===== src/rtl/uart_transmitter.sv =====
// -----------------------------------------------------------------------------
// uart_transmitter
//
// 8N1 UART transmitter with a built-in baud counter. One byte is accepted per
// request and serialized as: start bit (low), 8 data bits LSB first, stop bit
// (high). The line idles high.
//
// Ports
//   sysclk    in   1  system clock, all state changes on the rising edge
//   reset     in   1  asynchronous, active-high reset
//   tx_data   in   8  byte to send, sampled only on the accept edge
//   tx_start  in   1  level-sensitive request, honoured only while idle
//   UART_TX   out  1  serial line, driven straight from a flop
//   tx_busy   out  1  high from the cycle after accept until the frame ends
//   tx_done   out  1  one-cycle pulse in the first idle cycle after a frame
// -----------------------------------------------------------------------------
module uart_transmitter #(
  parameter int CLK_FREQ = 100_000_000,
  parameter int BAUD     = 9600,
  parameter int DIVISOR  = CLK_FREQ / BAUD   // sysclk cycles per bit, >= 2
) (
  input  logic       sysclk,
  input  logic       reset,
  input  logic [7:0] tx_data,
  input  logic       tx_start,
  output logic       UART_TX,
  output logic       tx_busy,
  output logic       tx_done
);

  localparam int CNT_W = $clog2(DIVISOR);
  localparam logic [CNT_W-1:0] CNT_LAST = CNT_W'(DIVISOR - 1);

  localparam logic [1:0] ST_IDLE  = 2'd0;
  localparam logic [1:0] ST_START = 2'd1;
  localparam logic [1:0] ST_DATA  = 2'd2;
  localparam logic [1:0] ST_STOP  = 2'd3;

  logic [1:0]       r_state;
  logic [CNT_W-1:0] r_baud_cnt;
  logic [2:0]       r_bit_idx;
  logic [7:0]       r_shift;
  logic             r_tx;
  logic             r_busy;
  logic             r_done;

  logic             w_baud_last;

  assign w_baud_last = (r_baud_cnt == CNT_LAST);

  // The line level, busy and done flags are computed from the next state and
  // registered alongside it, so every output comes directly from a flop.
  // NOTE: sequential state uses non-blocking assignments so every flop samples
  // the pre-edge values, independent of statement order.
  always_ff @(posedge sysclk or posedge reset) begin
    if (reset) begin
      r_state    <= ST_IDLE;
      r_baud_cnt <= '0;
      r_bit_idx  <= '0;
      r_shift    <= 8'hFF;
      r_tx       <= 1'b1;
      r_busy     <= 1'b0;
      r_done     <= 1'b0;
    end else begin
      r_done <= 1'b0;
      case (r_state)
        ST_IDLE: begin
          r_tx <= 1'b1;
          if (tx_start) begin
            r_shift    <= tx_data;
            r_baud_cnt <= '0;
            r_tx       <= 1'b0;
            r_busy     <= 1'b1;
            r_state    <= ST_START;
          end
        end

        ST_START: begin
          if (w_baud_last) begin
            r_baud_cnt <= '0;
            r_bit_idx  <= '0;
            r_tx       <= r_shift[0];
            r_state    <= ST_DATA;
          end else begin
            r_baud_cnt <= r_baud_cnt + CNT_W'(1);
          end
        end

        ST_DATA: begin
          if (w_baud_last) begin
            r_baud_cnt <= '0;
            r_shift    <= {1'b1, r_shift[7:1]};
            if (r_bit_idx == 3'd7) begin
              r_tx    <= 1'b1;
              r_state <= ST_STOP;
            end else begin
              r_bit_idx <= r_bit_idx + 3'd1;
              // Next bit is shift[1] now, shift[0] after this edge.
              r_tx      <= r_shift[1];
            end
          end else begin
            r_baud_cnt <= r_baud_cnt + CNT_W'(1);
          end
        end

        ST_STOP: begin
          r_tx <= 1'b1;
          if (w_baud_last) begin
            r_baud_cnt <= '0;
            r_busy     <= 1'b0;
            r_done     <= 1'b1;
            r_state    <= ST_IDLE;
          end else begin
            r_baud_cnt <= r_baud_cnt + CNT_W'(1);
          end
        end

        default: begin
          r_state <= ST_IDLE;
          r_tx    <= 1'b1;
          r_busy  <= 1'b0;
        end
      endcase
    end
  end

  assign UART_TX = r_tx;
  assign tx_busy = r_busy;
  assign tx_done = r_done;

endmodule


===== config.mk =====
export PLATFORM = sky130hd
export DESIGN_NAME = uart_transmitter
export DESIGN_NICKNAME = d
export VERILOG_FILES = /design/src/rtl/uart_transmitter.sv
export SDC_FILE = /design/constraint.sdc
export NUM_CORES = 1
export LEC_CHECK = 0
export ABC_AREA = 1
export CORE_UTILIZATION = 62
export CTS_CLUSTER_DIAMETER = 100
export DETAILED_ROUTE_END_ITERATION = 10
export MAX_ROUTING_LAYER = met4
export PLACE_DENSITY = 0.92
export SYNTH_ARGS = -nofsm -noshare
export SYNTH_HDL_FRONTEND = slang
export SYNTH_SLANG_ARGS = --single-unit

===== constraint.sdc =====
create_clock -name sysclk -period 3.3 [get_ports sysclk]
set_input_delay 0.66 -clock sysclk [delete_from_list [all_inputs] [get_ports sysclk]]
set_output_delay 0.66 -clock sysclk [all_outputs]
set_load 0.03 [all_outputs]

==> impl_metrics.ini <==
[power]
power_w = 0.001435
switching_share_pct = 42.21
power_density_nw_per_um2 = 730.3
switchingPower_w = 0.0006059
vdd_ir_drop_max_v = 0.0006564
combPwrFrac_pct = 44.7
leakage_nw = 0.8991
p_int_w = 0.0008295
clkPwrFrac_pct = 16.1
power_frac_seq_pct = 39.3

[clock_network]
path_clk_slew_ns = 0.10
clkLatencyLatePin_ns = 0.33
htreeDepth = 2
hold_buffers = 0
numCtsBuffers = 5
cts_buffer_depth = 2
cts-root-buf = clkbuf_4
clkSinkCount = 30
cts_resized = 0
cts_tree = done
cts_setup_buffers = 0

[synthesis]
synthFlopType = dfrtp_1
yosysWarnings = 0
async_reset_ff_share_pct = 100.0
yosysMostFrequentCell = nand2_1
ys_top_cells_by_area = dfrtp_1, dfstp_2, nand2_1
synth.avg_cell_area_um2 = 8.300
synth_area_um2 = 1743
synth_edf_count = 0
yosysSeqAreaShare_pct = 43.72
synth.top_cell.area_share_pct = 30.15
ys_ff_latch = 30
synth_cell_types = 29
syn_inst = 210
yosys.area.top_type = dfrtp_1
syn-num-nets = 229
synthTopCellsByCount = nand2_1, nor2_1, dfrtp_1

[placement]
numPortBuffers = 13
dpl.hpwl_um = 2413
dp_slack_ns = 1.185
gp_congestion = 0.9018

[routing]
routedWlPerCell_um = 12.14
drtPass1Iterations = 4
vias = 1402
drc = 0
via_per_inst = 5.392
drtIter0Drc = 31
antenna_left = 0
wl_um = 3156

[layout]
layout.nets = 248
drive_gt1_share_pct = 23.04
area_delta_synth_final_pct = 12.78
nFillCells = 177
multi_input_area_um2 = 874.6
register_area_um2 = 762.0
antenna_cells = 0

[floorplanning]
row_count = 18
fp.dieW_um = 55.02
dieArea_um2 = 3027
die_h_um = 55.02
initial_utilization_pct = 67.89
fp.coreArea_um2 = 2567
io_pins = 14

[timing]
relSlewSlack_pct = 39.71
finalSetupTns_ns = 0
final_hold_viol_count = 0
postLayoutSetupSlackWorst_ns = 1.116
max_slew.worst_pin.slew_ns = 0.9033
finalCritPeriodShare_pct = 66.18
fin_skew_ns = 0.005943
max_freq_mhz = 457.9
grt_setup_unrepaired = no
setup_violations = 0
maxSlewViolCount = 0
fin_crit_ns = 2.184

[worst_setup_path]
crit_type = reg -> out
required_ns = 2.64
end_kind = output port
cp-start-kind = flip-flop
ff2ff_path_depth = 7
r2r-start = r_state[0]
crit_arrival_ns = 1.52
cp_slowest_cell = clkdlybuf4s50_1
critPathTopFamily = buffers and inverters
crit_fanout = 2
timing.rr.end = r_shift[2]
path_buf_inv = 1
r2r_setup_slack_ns = 1.30
slowest_delay_ns = 0.66
crit_chain = clkdlybuf4s50_1

[worst_hold_path]
whs_path_depth = 2
hold_path_end = r_shift[7]
holdCritStartpoint = r_shift[7]
min-delay-path-class = reg -> reg

[run_status]
status = finished, final reports clean

[global_routing]
grt_pass1_wl_um = 5313
busiest_layer = met2
overflow = 0
antenna_found_initial = 0
use_met1_pct = 31.95
grt_max_degree = 27
grt.total_usage_pct = 26.14
met2_usage_pct = 40.76
grt_pass1_vias = 1272
met3_usage_pct = 6.557

[run]
cap_violations = 0
[logic make-up after synthesis]
logic type | Yosys count | synth area share [%]
AOI/OAI and AO/OA | 27 | 10.12
muxes | 6 | 3.446
xor gates and xnor gates | 3 | 1.508
adders and majority gates | 8 | 5.743
buffers and inverters | 26 | 6.102
DFF | 30 | 43.72
and+or+nand+nor | 110 | 29.36
[per-stage QoR]
step	util, %	hold slack [ns]	area (um^2)	instances
after floorplan	-	0.4459	1743	210
after global placement	74.07	0.4637	1902	252
after detailed placement	74.07	0.4677	1902	252
after CTS	76.56	0.4857	1966	260
after global routing	76.56	0.4964	1966	260
final	76.56	0.4822	1966	260
[metal layers]
metal / vias up / part of all wire, % / wire (um)
li1: 708 / - / -
met1: 655 / 48 / 1509
met2: 32 / 47 / 1483
met3: 7 / 3.4 / 108
met4: 0 / 1.7 / 54
met5: - / 0 / 0
[registers in the layout (all words and copies together), names as in the netlist]
register and count:
UART_TX 1, r_state 2, tx_busy 1, r_baud_cnt 14, r_bit_idx 3, tx_done 1, r_shift 8
[power by group through the flow]
stage,logic (W),registers [W],clock network [W]
3_5_place_dp,0.000641,0.000569,0
2_1_floorplan,0.000523,0.000563,0
6_report,0.000641,0.000563,0.000231
4_1_cts,0.000646,0.000562,0.000232
5_1_grt,0.000712,0.000576,0.000248
3_3_place_gp,0.000606,0.000562,0
[layout by cell type, fill, tap and decap left out, types with 6 or more instances in the layout]
cell	count
inv_1	16
ha_1	8
nand2_2	7
dfstp_2	9
nand2_1	49
o21ai_2	8
o21ai_0	8
nand3_1	14
mux2i_1	6
dfrtp_1	21
clkdlybuf4s50_1	13
nor2_1	26
inv_2	7
[how the worst max path moves through the flow]
stage / start / to / slack [ns] / depth (start not counted)
2_1_floorplan: r_state[0] / r_baud_cnt[10] / 1.82 / 10
3_3_place_gp: tx_start / r_baud_cnt[10] / 1.25 / 8
3_5_place_dp: tx_start / r_baud_cnt[10] / 1.18 / 8
4_1_cts: UART_TX / UART_TX / 1.10 / 1
5_1_grt: UART_TX / UART_TX / 1.06 / 1
6_report: UART_TX / UART_TX / 1.12 / 1
[layout make-up]
class / instances / area share (%)
inverter: 24 / 4.583
timing repair buffer: 14 / 7.002
multi-input combinational: 154 / 44.49
sequential: 30 / 38.77
clock buffer: 6 / 2.610
clock inverter: 2 / 0.6365
tap: 30 / 1.910
Power figures use the tool's default switching activity.
